--- src/rtl/sisc_exec_core_if.sv ---
// Bundle of the execution-slice signals shared by the register file, status register and memory.
// slave is the core's view; master is the surrounding datapath (or a testbench) driving it.
interface sisc_exec_core_if #(parameter int WIDTH = 32);
  logic [WIDTH-1:0] ir;
  logic [WIDTH-1:0] rsa;
  logic [WIDTH-1:0] rsb;
  logic [WIDTH-1:0] read_data;
  logic [3:0]       stat;
  logic             rf_we;
  logic [1:0]       alu_op;
  logic             wb_sel;
  logic [WIDTH-1:0] write_data;
  logic [WIDTH-1:0] alu_result;
  logic [3:0]       cc;
  logic             stat_en;
  logic             halted;

  modport slave (
    input  ir, rsa, rsb, read_data, stat,
    output rf_we, alu_op, wb_sel, write_data, alu_result, cc, stat_en, halted
  );

  modport master (
    output ir, rsa, rsb, read_data, stat,
    input  rf_we, alu_op, wb_sel, write_data, alu_result, cc, stat_en, halted
  );
endinterface

--- src/rtl/sisc_exec_core.sv ---
// SISC execution slice: sequencing FSM, 32-bit ALU with {C,N,V,Z} flags and write-back mux.
// Define ALU_MUL_EN to turn function code 1000 into an unsigned multiply.
module sisc_exec_core #(
  parameter int WIDTH = 32
) (
  input logic              clk,
  input logic              rst_f,
  sisc_exec_core_if.slave  bus
);

  typedef enum logic [2:0] {
    START0, START1, FETCH, DECODE, EXECUTE, MEM, WRITEBACK, HALT
  } state_t;

  state_t           state_reg;
  logic [WIDTH-1:0] alu_result_reg;
  logic             rf_we_reg;
  logic             wb_sel_reg;
  logic             halted_reg;

  logic [3:0]       opcode;
  logic [3:0]       mm;
  logic             is_alu_opc;
  logic             func_ok;
  logic             valid_op;
  logic [WIDTH-1:0] operand_b;
  logic [WIDTH-1:0] alu_res;
  logic             c_flag;
  logic             v_flag;
  logic [WIDTH:0]   sum_ext;
  logic [WIDTH:0]   diff_ext;

  assign opcode     = bus.ir[31:28];
  assign mm         = bus.ir[27:24];
  assign is_alu_opc = (opcode == 4'h1) || (opcode == 4'h2);
`ifdef ALU_MUL_EN
  assign func_ok    = (mm <= 4'h8);
`else
  assign func_ok    = ~mm[3];
`endif
  assign valid_op   = is_alu_opc && func_ok;
  assign operand_b  = (opcode == 4'h2) ? {{(WIDTH-16){bus.ir[15]}}, bus.ir[15:0]} : bus.rsb;

  assign sum_ext    = {1'b0, bus.rsa} + {1'b0, operand_b};
  assign diff_ext   = {1'b0, bus.rsa} - {1'b0, operand_b};

`ifdef ALU_MUL_EN
  logic [2*WIDTH-1:0] product;
  assign product = bus.rsa * operand_b;
`endif

  always_comb begin
    alu_res = '0;
    c_flag  = 1'b0;
    v_flag  = 1'b0;
    case (mm)
      4'h0: begin
        alu_res = sum_ext[WIDTH-1:0];
        c_flag  = sum_ext[WIDTH];
        v_flag  = (bus.rsa[WIDTH-1] == operand_b[WIDTH-1]) &&
                  (sum_ext[WIDTH-1] != bus.rsa[WIDTH-1]);
      end
      4'h1: begin
        alu_res = diff_ext[WIDTH-1:0];
        // The extra bit is the borrow, so carry is its complement (A >= B unsigned).
        c_flag  = ~diff_ext[WIDTH];
        v_flag  = (bus.rsa[WIDTH-1] != operand_b[WIDTH-1]) &&
                  (diff_ext[WIDTH-1] != bus.rsa[WIDTH-1]);
      end
      4'h2: alu_res = bus.rsa & operand_b;
      4'h3: alu_res = bus.rsa | operand_b;
      4'h4: alu_res = bus.rsa ^ operand_b;
      4'h5: alu_res = ~bus.rsa;
      4'h6: alu_res = bus.rsa << operand_b[4:0];
      4'h7: alu_res = bus.rsa >> operand_b[4:0];
`ifdef ALU_MUL_EN
      4'h8: begin
        alu_res = product[WIDTH-1:0];
        c_flag  = |product[2*WIDTH-1:WIDTH];
      end
`endif
      default: alu_res = '0;
    endcase
  end

  always_ff @(posedge clk or posedge rst_f) begin
    if (rst_f) begin
      state_reg      <= START0;
      alu_result_reg <= '0;
      rf_we_reg      <= 1'b0;
      wb_sel_reg     <= 1'b0;
      halted_reg     <= 1'b0;
    end else begin
      rf_we_reg  <= 1'b0;
      wb_sel_reg <= 1'b0;
      case (state_reg)
        START0:  state_reg <= START1;
        START1:  state_reg <= FETCH;
        FETCH:   state_reg <= DECODE;
        DECODE: begin
          if (opcode == 4'hF) begin
            state_reg  <= HALT;
            halted_reg <= 1'b1;
          end else begin
            state_reg  <= EXECUTE;
          end
        end
        EXECUTE: begin
          state_reg      <= MEM;
          alu_result_reg <= alu_res;
        end
        // Write-back strobes are registered here so they appear exactly in WRITEBACK.
        MEM: begin
          state_reg  <= WRITEBACK;
          rf_we_reg  <= valid_op;
          wb_sel_reg <= valid_op;
        end
        WRITEBACK: state_reg <= FETCH;
        HALT:      state_reg <= HALT;
        default:   state_reg <= START0;
      endcase
    end
  end

  // alu_op follows ir combinationally because ir is only guaranteed stable from DECODE on.
  always_comb begin
    bus.alu_op = 2'b00;
    if ((state_reg == DECODE) || (state_reg == EXECUTE) ||
        (state_reg == MEM) || (state_reg == WRITEBACK)) begin
      if (opcode == 4'h1)      bus.alu_op = 2'b01;
      else if (opcode == 4'h2) bus.alu_op = 2'b10;
    end
  end

  assign bus.cc         = {c_flag, alu_res[WIDTH-1], v_flag, (alu_res == '0)};
  assign bus.stat_en    = (state_reg == EXECUTE) && valid_op;
  assign bus.rf_we      = rf_we_reg;
  assign bus.wb_sel     = wb_sel_reg;
  assign bus.halted     = halted_reg;
  assign bus.alu_result = alu_result_reg;
  assign bus.write_data = wb_sel_reg ? alu_result_reg : bus.read_data;

endmodule

--- src/flat_wrapper.sv ---
// flat-port wrapper written by rule: the top's interface ports become plain ports
module sisc_exec_core_flat 
#(
  parameter int WIDTH = 32
)
  (clk, rst_f, bus_ir, bus_rsa, bus_rsb, bus_read_data, bus_stat, bus_rf_we, bus_alu_op, bus_wb_sel, bus_write_data, bus_alu_result, bus_cc, bus_stat_en, bus_halted);
  sisc_exec_core_if #(.WIDTH(WIDTH)) bus_i ();
  input logic clk;
  input logic rst_f;
  input wire logic [$bits(bus_i.ir)-1:0] bus_ir;
  input wire logic [$bits(bus_i.rsa)-1:0] bus_rsa;
  input wire logic [$bits(bus_i.rsb)-1:0] bus_rsb;
  input wire logic [$bits(bus_i.read_data)-1:0] bus_read_data;
  input wire logic [$bits(bus_i.stat)-1:0] bus_stat;
  output wire logic [$bits(bus_i.rf_we)-1:0] bus_rf_we;
  output wire logic [$bits(bus_i.alu_op)-1:0] bus_alu_op;
  output wire logic [$bits(bus_i.wb_sel)-1:0] bus_wb_sel;
  output wire logic [$bits(bus_i.write_data)-1:0] bus_write_data;
  output wire logic [$bits(bus_i.alu_result)-1:0] bus_alu_result;
  output wire logic [$bits(bus_i.cc)-1:0] bus_cc;
  output wire logic [$bits(bus_i.stat_en)-1:0] bus_stat_en;
  output wire logic [$bits(bus_i.halted)-1:0] bus_halted;
  assign bus_i.ir = bus_ir;
  assign bus_i.rsa = bus_rsa;
  assign bus_i.rsb = bus_rsb;
  assign bus_i.read_data = bus_read_data;
  assign bus_i.stat = bus_stat;
  assign bus_rf_we = bus_i.rf_we;
  assign bus_alu_op = bus_i.alu_op;
  assign bus_wb_sel = bus_i.wb_sel;
  assign bus_write_data = bus_i.write_data;
  assign bus_alu_result = bus_i.alu_result;
  assign bus_cc = bus_i.cc;
  assign bus_stat_en = bus_i.stat_en;
  assign bus_halted = bus_i.halted;
  sisc_exec_core #(.WIDTH(WIDTH)) u_core (.clk(clk), .rst_f(rst_f), .bus(bus_i));
endmodule
--- config.mk ---
export PLATFORM = sky130hd
export DESIGN_NAME = sisc_exec_core_flat
export DESIGN_NICKNAME = d
export VERILOG_FILES = /design/src/rtl/sisc_exec_core_if.sv /design/src/rtl/sisc_exec_core.sv /design/src/flat_wrapper.sv
export SDC_FILE = /design/constraint.sdc
export NUM_CORES = 1
export LEC_CHECK = 0
export ABC_AREA = 0
export CAP_MARGIN = 20
export CORE_MARGIN = 10
export CORE_UTILIZATION = 25
export DETAILED_ROUTE_END_ITERATION = 7
export GPL_TIMING_DRIVEN = 0
export HOLD_SLACK_MARGIN = 0.08
export PLACE_DENSITY = 0.47
export SETUP_SLACK_MARGIN = 0.5
export SLEW_MARGIN = 20
export SYNTH_ARGS = -nofsm -noshare
export SYNTH_HDL_FRONTEND = slang
export SYNTH_SLANG_ARGS = --single-unit
export TNS_END_PERCENT = 10
--- constraint.sdc ---
create_clock -name clk -period 13.6 [get_ports clk]
set_input_delay 2.72 -clock clk [delete_from_list [all_inputs] [get_ports clk]]
set_output_delay 2.72 -clock clk [all_outputs]
set_load 0.05 [all_outputs]
# Word level (Yosys, flattened, before mapping)
# Cells that the tools add are included.
[totals]
regBits = 37
out_inout_bits = 74
wordCells = 59
[classes]
addsub = 2
eq_ne = 21
shifts = 2
muxes = 11
bitwise = 6
reduce_logical = 13
[op_table]
columns = ["op", "count"]
rows = [
  ["case mux 32 bit (8 select lines)", 1],
  ["2-to-1 mux 32 bit", 2],
  ["adder 32 x 32 -> 33 bit", 1],
  ["subtractor 32 x 32 -> 33 bit", 1],
  ["bitwise AND 32 bit", 1],
  ["zero test 32 bit", 1],
  ["inverter 32 bit", 1],
  ["bitwise OR 32 bit", 1],
  ["<< shifter 32 x 5 -> 32 bit", 1],
  [">> shifter 32 x 5 -> 32 bit", 1],
  ["bitwise XOR 32 bit", 1],
  ["case mux 3 bit (7 select lines)", 1],
  ["equality test 4 x 3 -> 1 bit, second input constant", 4],
  ["equality test 3 bit, second input constant", 4],
  ["equality test 4 x 2 -> 1 bit, second input constant", 3],
  ["equality test 4 x 1 -> 1 bit, second input constant", 2],
  ["2-to-1 mux 2 bit", 4],
  ["equality test 3 x 2 -> 1 bit, second input constant", 2],
  ["equality test 4 bit, second input constant", 1],
  ["logical AND 1 bit", 4],
  ["zero test 4 bit", 1],
  ["logical OR 1 bit", 4],
  ["case mux 1 bit (2 select lines)", 2],
  ["equality test 3 x 1 -> 1 bit, second input constant", 1],
  ["7 further kinds", 10],
]

# Logic depth before layout (Yosys ltp)
# Gate-level depths: netlist of the first run.
[logic_depth]
word_depth = 6
mapped_depth = 20
depth_no_buf = 17

# Worst setup path after synthesis of the first run
# No wires, ideal clock.
[synth_timing]
path_kind = "input to output"
startpoint = "in bus_ir[28]"
endpoint = "out bus_cc[0]"
arrival_ps = 7852
required_time_ps = 10880
setup_slack_ps = 3028
path_stages = 18
path_buffers = 4
path_cell_list = "nor4b_4 > buf_6 > mux2i_1 > clkinv_1 > clkbuf_1 > buf_1 > ha_1 > clkbuf_1 > nand2_1 > o311ai_0 > nand2_1 > a311oi_1 > o21a_1 > o221ai_1 > a2111o_1 > a2111oi_2 > nand4_1 > nor2_1"
[synth_via]
elab_chain_cells = 5
word_cells_on_any_way = 11
[synth_lines]
columns = ["item", "line", "source"]
rows = [
  ["from (decl)", "flat_wrapper.sv:10", "input wire logic [$bits(bus_i.ir)-1:0] bus_ir;"],
  ["equality test 4 x 2 -> 1 bit *", "sisc_exec_core.sv:42", "assign operand_b = (opcode == 4'h2) ? {{(WIDTH-16){bus.ir[15]}}, bus.ir[15:0]} : bus.rsb;"],
  ["2-to-1 mux 32 bit *", "sisc_exec_core.sv:42", ""],
  ["subtractor 32 x 32 -> 33 bit, or another cell as far along", "sisc_exec_core.sv:45", "assign diff_ext = {1'b0, bus.rsa} - {1'b0, operand_b};"],
  ["case mux 32 bit (8 select lines) *", "sisc_exec_core.sv:56", "case (mm)"],
  ["zero test 32 bit *", "sisc_exec_core.sv:135", "assign bus.cc = {c_flag, alu_res[WIDTH-1], v_flag, (alu_res == '0)};"],
  ["to (decl)", "flat_wrapper.sv:20", "output wire logic [$bits(bus_i.cc)-1:0] bus_cc;"],
]
# Every way passes the cells marked *; elsewhere a longest branch is shown, timed or not.

# Worst setup path in the final report of the first run
[layout_timing]
startpoint = "in bus_ir[30]"
endpoint = "out bus_cc[0]"
# The elaborated chain is that of the path after synthesis.

==> metrics.txt, run 1 <==
syn nets=1969; via count=16.1k; width of the die=239 um; core area=47600 um^2; Clk pin slew, worst setup/hold paths=60 ps; vias in the first global route=15.3k; cts hold-fix bufs=0; hpwl dp=76300 um; final setup vio count=0; antenna viol nets, final=0; library cells used by synthesis=98; Yosys top cell area share=10.3%; Die Ht=239 um; Worst Path Max Fanout=10; placed cells=2550; pin slew with the least headroom to its limit=1230 ps; fin crit share=94.7%; Pins Over Slew Limit=0; Tot GR Track Use=31.1%; First-pass DRT Iterations=5; grt total ovfl=0; IO buf count=194; Final Hold Viols=0; Lkg Pwr=6.01 nW; register area share after synthesis=7.72%; DR iter-0 viols=1947; ys flop type=dfrtp_1; highest ir drop seen on vdd=0.0515 mV; max-cap viol count=0; Crit path arrival time=10160 ps; R2R cell count=5; CTS Buffer Depth=2; RSZ-0062 raised after global routing=no; outcome=complete, no violations; synthesized instance count=1735; initial antenna violation count=2; Finished Layout Cells=2560; total negative setup slack=0 ps; Worst-Skew Late Latency=290 ps; CTS tree=built; drt drc=0; Async SR Flop Fraction=100%; I/O pin count=208; H-tree depth=2; layout cells sized above 1=8.23%; HP Class=reg2reg; fmax=77.6 MHz; skew final=5.67 ps; first-pass GRT wire length=127000 um; most common cell after layout, fill and taps aside=nand2_1; slew margin rel.=18.2%; Synth Cell Area=12000 um^2; leading area contributor after synthesis=ha_1; Final Critical Period=12880 ps; Avg Cell Area, Syn=6.92 um^2; Layout Nets=2178; PwrDens=93.2 nW/um^2; synth top area cells=ha_1 10%, mux2i_1 8.8%, dfrtp_1 7.7%; starting density of the core=25.2%; FILL cells=5306; CTS buffer count=5; Area growth syn-to-layout=25.6%; post-synthesis register bit count=37; Avg Vias per Cell=6.30; Root Driver=clkbuf_16; critical path class=in2out; largest net degree at the start of global routing=31; antenna cell count=0; most frequent cells in the layout=234 x nand2_1, 193 x clkdlybuf4s50_1, 170 x nor2_1; Worst Path Required=10880 ps; worst hold path depth=2; DR WL/cell=36.2 um; Die Footprint=57200 um^2; clk sinks=37; final core utilization=31.6%; # rows=80; GPL Wtd Cong=0.998; final WL=92800 um; CP Capture Type=primary output; synth warn=0; max FFs per register=32; Post-synth EDFFs=0; CP Launch Type=primary input
metal layers:
| metal | global-route usage (%) | up-vias | share of wire [%] | wire (um) |
|---|---|---|---|---|
| li1 | - | 6909 | - | - |
| met2 | 48.8 | 877 | 44 | 41200 |
| met4 | 12.9 | 2 | 4.9 | 4510 |
| met1 | 42.0 | 8152 | 44 | 40800 |
| met3 | 3.72 | 176 | 6.8 | 6270 |
| met5 | 0 | - | 0.012 | 11 |
critical path, cell delays in order:
cell	delay, ps
clkdlybuf4s50_1	520
nor4b_4	360
buf_12	180
buf_6	240
mux2i_1	340
clkinv_2	350
clkbuf_2	430
buf_1	450
ha_1	410
clkbuf_1	410
nand2_1	210
o211ai_1	490
a41o_1	430
nor2_1	120
o31ai_1	640
o311a_1	270
o21ai_0	100
a311o_1	490
nor4_1	350
nand4_1	130
nor2_1	160
clkbuf_2	310
area by class of cell:
class / count / area (um^2) / area share, %
tap: 615 / 769 / 5.11
buffer: 127 / 589 / 3.91
inverter: 91 / 352 / 2.33
sequential: 37 / 926 / 6.14
timing repair buffer: 202 / 2010 / 13.4
clock inverter: 3 / 46.3 / 0.307
multi-input combinational: 1480 / 10200 / 68.0
clock buffer: 5 / 125 / 0.830
report_power, final:
group / internal [W] / switching [W] / total (W)
clock network: 0.0000868 / 0.0000500 / 0.000137
registers: 0.000162 / 0.0000492 / 0.000211
logic: 0.000333 / 0.000724 / 0.00106
total: 0.000582 / 0.000823 / 0.00140
per-stage QoR:
stage	worst slack, ps	area [um^2]	power (W)	hold WS (ps)
finish	719	15100	0.00140	469
global route	604	15100	0.00146	509
CTS	699	15100	0.00139	473
detailed placement	-1520	14800	0.00124	460
global placement	-1560	14700	0.00124	459
floorplan	3030	12000	0.000808	519
cells in the mapped netlist (all sizes together) (10+ instances only):
cell	instances
a32oi	12
inv	88
a21o	13
nor3	34
a211oi	40
xnor2	14
o31ai	13
o22ai	26
nand4	17
nand3	41
or3	11
o221ai	11
o21a	14
nand2	234
nor2	172
a221oi	24
mux2	50
nor2b	14
ha	99
nor4	25
o211ai	28
a22oi	37
a21oi	140
buf	44
mux2i	110
a22o	17
a2111oi	10
dfrtp	37
nand2b	20
o21ai	81
a31oi	20
clkbuf	83
cell families after synthesis:
family,after synthesis,synth area share (%)
compound gates,574,33.3
xor+xnor,21,1.53
fa+ha+maj,100,10.5
buf+inv,218,7.81
flops,37,7.72
mux,166,15.4
simple gates,619,23.8
final timing paths:
path / endpoint / from / slack, ps
max in group asynchronous: u_core.bus.alu_result[22]$_DFFE_PP0P_ / rst_f / 10520
max reg2reg: u_core.bus.alu_result[4]$_DFFE_PP0P_ / u_core.state_reg[1]$_DFF_PP0_ / 11290
min: u_core.bus.halted$_DFFE_PP0P_ / u_core.bus.halted$_DFFE_PP0P_ / 470
min reg2reg: u_core.bus.halted$_DFFE_PP0P_ / u_core.bus.halted$_DFFE_PP0P_ / 470
min in group asynchronous: u_core.bus.alu_result[0]$_DFFE_PP0P_ / rst_f / 2660
max: bus_cc[0] / bus_ir[30] / 720
timing repair:
action / CTS / global route
gates resized for setup: 16 / 3
buffers inserted: 2 / 0
hold endpoints to repair: 0 / 0
endpoints found under the setup margin: 4 / 1
pin swaps: 1 / 0
No activity file was read; power rests on OpenSTA's default activity.
==> run 2, diff against run 1 <==
- GPL_TIMING_DRIVEN: 0 -> unset
==> run 2 against run 1 <==
Maximum frequency rose by 9.6%. Hold slack got worse by 1.1 ps. Cell count fell by 3.7%. Cell area fell by 2.7%. Register-to-register slack improved by 570 ps. Critical path depth fell by 8. Largest cell class unchanged. Largest power group unchanged. Highest routed layer unchanged.
==> metrics.txt, run 2 (same netlist as run 1, synthesis figures left out) <==
antenna cell count=0; # rows=80; Worst-Skew Late Latency=290 ps; slew margin rel.=14.8%; CP peak stage delay=770 ps; critical path class=in2out; P_sw=0.000747 W; critical path, cell by cell=clkdlybuf4s50_1 > or4b_4 > mux2_4 > clkinv_4 > mux2i_1 > o221ai_1 > a32oi_1 > o21ai_0 > a211oi_1 > nand2_1 > nor4_1 > nand4_1 > nor2_1 > buf_12; initial antenna violation count=1; First-pass DRT Iterations=7; Clk pin slew, worst setup/hold paths=60 ps; fmax=85.1 MHz; CP Capture Type=primary output; via count=15.0k; vias in the first global route=14.2k; final WL=71500 um; max FFs per register=32; total power=0.00131 W; Pins Over Slew Limit=0; Die Ht=239 um; CTS tree=built; highest ir drop seen on vdd=0.0514 mV; Final Hold Viols=0; Root Driver=clkbuf_16; IO buf count=195; grt total ovfl=0; Post CTS Setup Buffer Count=0; Clk pwr share=9.2%; HP Class=reg2reg; Finished Layout Cells=2466; Sw Ratio=57.1%; hpwl dp=57200 um; Crit path arrival time=9040 ps; I/O pin count=208; most frequent cells in the layout=234 x nand2_1, 194 x clkdlybuf4s50_1, 170 x nor2_1; GPL Wtd Cong=1.01; CTS buffer count=5; # resized after CTS=0; RSZ-0062 raised after global routing=no; Final Critical Period=11760 ps; drt drc=0; final worst setup slack=1840 ps; worst slack at placement=1890 ps; H-tree depth=2; Area growth syn-to-layout=22.1%; Worst Path Required=10880 ps; Final Cell Area=14700 um^2; Pint=0.000561 W; FF-to-FF setup slack=11860 ps; width of the die=239 um; sequential power share=16.3%; core area=47600 um^2; largest net degree at the start of global routing=53; starting density of the core=25.2%; max-cap viol count=0; Area after DPL=14500 um^2; CP Launch Type=primary input; total negative setup slack=0 ps; pin slew with the least headroom to its limit=1250 ps; DR iter-0 viols=1877; placed cells=2458; CTS Buffer Depth=2; cts hold-fix bufs=0; CP max stage cell=mux2_4; Avg Vias per Cell=6.08; Worst Path Max Fanout=49; Die Footprint=57200 um^2; antenna viol nets, final=0; PwrDens=89.2 nW/um^2; first-pass GRT wire length=102000 um; Tot GR Track Use=23.8%; Comb pwr share=74.5%; Lkg Pwr=5.88 nW; clk sinks=37; skew final=4.56 ps; most common cell after layout, fill and taps aside=nand2_1; DR WL/cell=29.0 um; outcome=complete, no violations; Layout Nets=2084; fin crit share=86.5%; final setup vio count=0; layout cells sized above 1=7.83%
## run 2: layout make-up
class,count,area (um^2)
clock buffer,6,139
tap,615,769
fill,5317,33000
timing repair buffer,235,2270
inverter,91,349
sequential,37,926
clock inverter,2,13.8
multi-input combinational,1480,10200
## run 2: per-stage QoR
stage | utilization [%] | hold WS, ps
2_1_floorplan | - | 519
3_3_place_gp | 30.4 | 465
6_report | 30.8 | 468
4_1_cts | 30.8 | 478
5_1_grt | 30.8 | 487
3_5_place_dp | 30.4 | 464
## run 2: final timing paths
path | start | endpoint | cells after the start
max | bus_ir[28] | bus_cc[0] | 14
min | u_core.bus.halted$_DFFE_PP0P_ | u_core.bus.halted$_DFFE_PP0P_ | 2
max reg2reg | u_core.state_reg[1]$_DFF_PP0_ | u_core.bus.alu_result[16]$_DFFE_PP0P_ | 4
min reg2reg | u_core.bus.halted$_DFFE_PP0P_ | u_core.bus.halted$_DFFE_PP0P_ | 2
max in group asynchronous | rst_f | u_core.state_reg[0]$_DFF_PP0_ | 3
min in group asynchronous | rst_f | u_core.bus.alu_result[8]$_DFFE_PP0P_ | 3
## run 2: metal layers
layer | share of wire [%] | global-route usage (%) | routed length (um)
met2 | 45 | 37.8 | 32200
met3 | 8.4 | 3.57 | 5990
met4 | 3.5 | 7.33 | 2470
met5 | 0.014 | 0 | 10
met1 | 43 | 32.4 | 30800
## run 2: worst max-delay path: cells and delay by family
family,cells,cell delay [ps]
AOI/OAI and AO/OA,4,1720
and+or+nand+nor,5,1680
buffers and inverters,3,1360
muxes,2,1440
## run 2: power by group through the flow
| stage | registers [W] | logic, W | clock network (W) |
|---|---|---|---|
| 2_1_floorplan | 0.000356 | 0.000452 | 0 |
| 3_3_place_gp | 0.000217 | 0.000959 | 0 |
| 3_5_place_dp | 0.000219 | 0.000960 | 0 |
| 4_1_cts | 0.000217 | 0.000963 | 0.000123 |
| 5_1_grt | 0.000223 | 0.00102 | 0.000128 |
| 6_report | 0.000213 | 0.000975 | 0.000120 |
==> run 3, diff against run 2 <==
- CAP_MARGIN: 20 -> unset
- PLACE_DENSITY: 0.47 -> 0.48
- clock period: 13.6 -> 10.01 ns (I/O delays scaled with it)
==> run 3 against run 2 <==
Sequential cell count is the same. Cell count up 2.0%. Cell area is 3.4% higher. Wire length is 1.0% higher. Non-clock buffer count rose by 47. Total power is 41% higher. Setup slack got worse by 970 ps. Largest cell class unchanged.
==> metrics.txt, run 3 (same netlist as run 1, synthesis figures left out) <==
outcome=complete, no violations; total negative setup slack=0 ps; PwrDens=121 nW/um^2; Final Hold Viols=0; total power=0.00184 W; Lkg Pwr=6.17 nW; antenna viol nets, final=0; Clk pin slew, worst setup/hold paths=60 ps; Worst Path Required=8010 ps; worst slack at placement=546 ps; hpwl dp=57400 um; Die Ht=239 um; DR WL/cell=28.7 um; cts hold-fix bufs=0; Top Family by Delay on Critical Path=simple AND/OR/NAND/NOR gates; H-tree depth=2; most common cell after layout, fill and taps aside=nand2_1; max-cap viol count=0; routed wl met3=6310 um; Comb pwr share=74.4%; final setup vio count=0; Clk pwr share=9.9%; Pint=0.000810 W; I/O pin count=208; critical path class=in2out; CP dominant cell by count=buf_4; starting density of the core=25.2%; Root Driver=clkbuf_16; Avg Vias per Cell=6.07; CTS Buffer Depth=2; CP Capture Type=primary output; most frequent cells in the layout=234 x nand2_1, 187 x clkdlybuf4s50_1, 170 x nor2_1; via count=15.3k; hold path start=u_core.bus.halted$_DFFE_PP0P_; drt drc=0; Final Critical Period=9140 ps; pin slew with the least headroom to its limit=1210 ps; CP max stage cell=or4b_4; CTS buffer count=5; DR iter-0 viols=1849; max FFs per register=32; Area growth syn-to-layout=26.3%; final worst setup slack=871 ps; sequential power share=15.7%; First-pass DRT Iterations=6; GPL Wtd Cong=1.00; CTS tree=built; core area=47600 um^2; width of the die=239 um; HP Class=reg2reg; first-pass GRT wire length=103000 um; DR top layer=met5; highest ir drop seen on vdd=0.0708 mV; DR WL met2=32600 um; Tot GR Track Use=23.7%; FILL cells=5179; IO buf count=195; # rows=80; layout cells sized above 1=11.0%; Layout Nets=2132; initial antenna violation count=2; skew final=6.50 ps; slew margin rel.=19.3%; largest net degree at the start of global routing=53; CP peak stage delay=680 ps; Worst Path Max Fanout=22; vias in the first global route=14.5k; M1 WL=30200 um; Die Footprint=57200 um^2; final hold slack=469 ps; CP Buf/Inv Count=4; final WL=72200 um; CP Launch Point=bus_ir[29]; clk sinks=37; Worst-Skew Late Latency=280 ps; fmax=109 MHz; Sw Ratio=56.0%; Crit path arrival time=7140 ps; Reg-to-Reg Start=u_core.state_reg[1]$_DFF_PP0_; Pins Over Slew Limit=0; critical path, cell by cell=dlymetal6s2s_1 > or4b_4 > mux2_4 > buf_4 > buf_4 > mux2i_4 > mux2i_1 > a221oi_1 > o21ai_0 > a211oi_1 > nand4b_1 > nor4_1 > nand4_1 > nor2_1 > buf_12; RSZ-0062 raised after global routing=no; CP Launch Type=primary input; grt total ovfl=0; final core utilization=31.8%; fin crit share=91.3%; P_sw=0.00103 W
run 3: worst register-to-register path: stages, from the launching register on:
cell and delay (ps):
dfrtp_1 410, nand2b_1 240, nor2_4 100, buf_4 430, mux2_2 420
run 3: power groups by stage:
stage	registers [W]	clock network [W]	logic, W
floorplan	0.000483	0	0.000614
global placement	0.000293	0	0.00133
detailed placement	0.000296	0	0.00134
CTS	0.000294	0.000187	0.00134
global route	0.000301	0.000192	0.00144
finish	0.000289	0.000182	0.00137
run 3: metal layers:
layer / up-vias / track usage (%)
met2: 855 / 37.5
met4: 2 / 8.08
met5: - / 0
li1: 6823 / -
met1: 7426 / 32.1
met3: 153 / 3.57
run 3: final cells by class:
type	instances	area [um^2]	area share [%]
antenna	1	2.50	0.0165
clock buffer	5	125	0.825
inverter	91	352	2.32
tap	615	769	5.08
clock inverter	3	46.3	0.305
multi-input combinational	1481	10300	67.8
timing repair buffer	282	2670	17.6
sequential	37	926	6.11
run 3: what timing repair did:
item | 4_1_cts | 5_1_grt
setup endpoints to repair | 0 | 1
gates resized for setup | 0 | 19
setup buffers | 0 | 0
run 3: worst paths after layout:
| kind | end | slack, ps | cells past startpoint |
|---|---|---|---|
| max | bus_cc[0] | 870 | 15 |
| min | u_core.bus.halted$_DFFE_PP0P_ | 470 | 2 |
| max reg2reg | u_core.bus.alu_result[0]$_DFFE_PP0P_ | 8280 | 4 |
| min reg2reg | u_core.bus.halted$_DFFE_PP0P_ | 470 | 2 |
| max in group asynchronous | u_core.bus.alu_result[17]$_DFFE_PP0P_ | 7530 | 3 |
| min in group asynchronous | u_core.bus.alu_result[3]$_DFFE_PP0P_ | 2130 | 3 |
run 3: per-stage QoR:
stage | instances | cell area, um^2
after global placement | 2505 | 14900
after floorplan | 1735 | 12000
after CTS | 2513 | 15100
after global routing | 2515 | 15200
after detailed placement | 2505 | 14900
final | 2515 | 15200
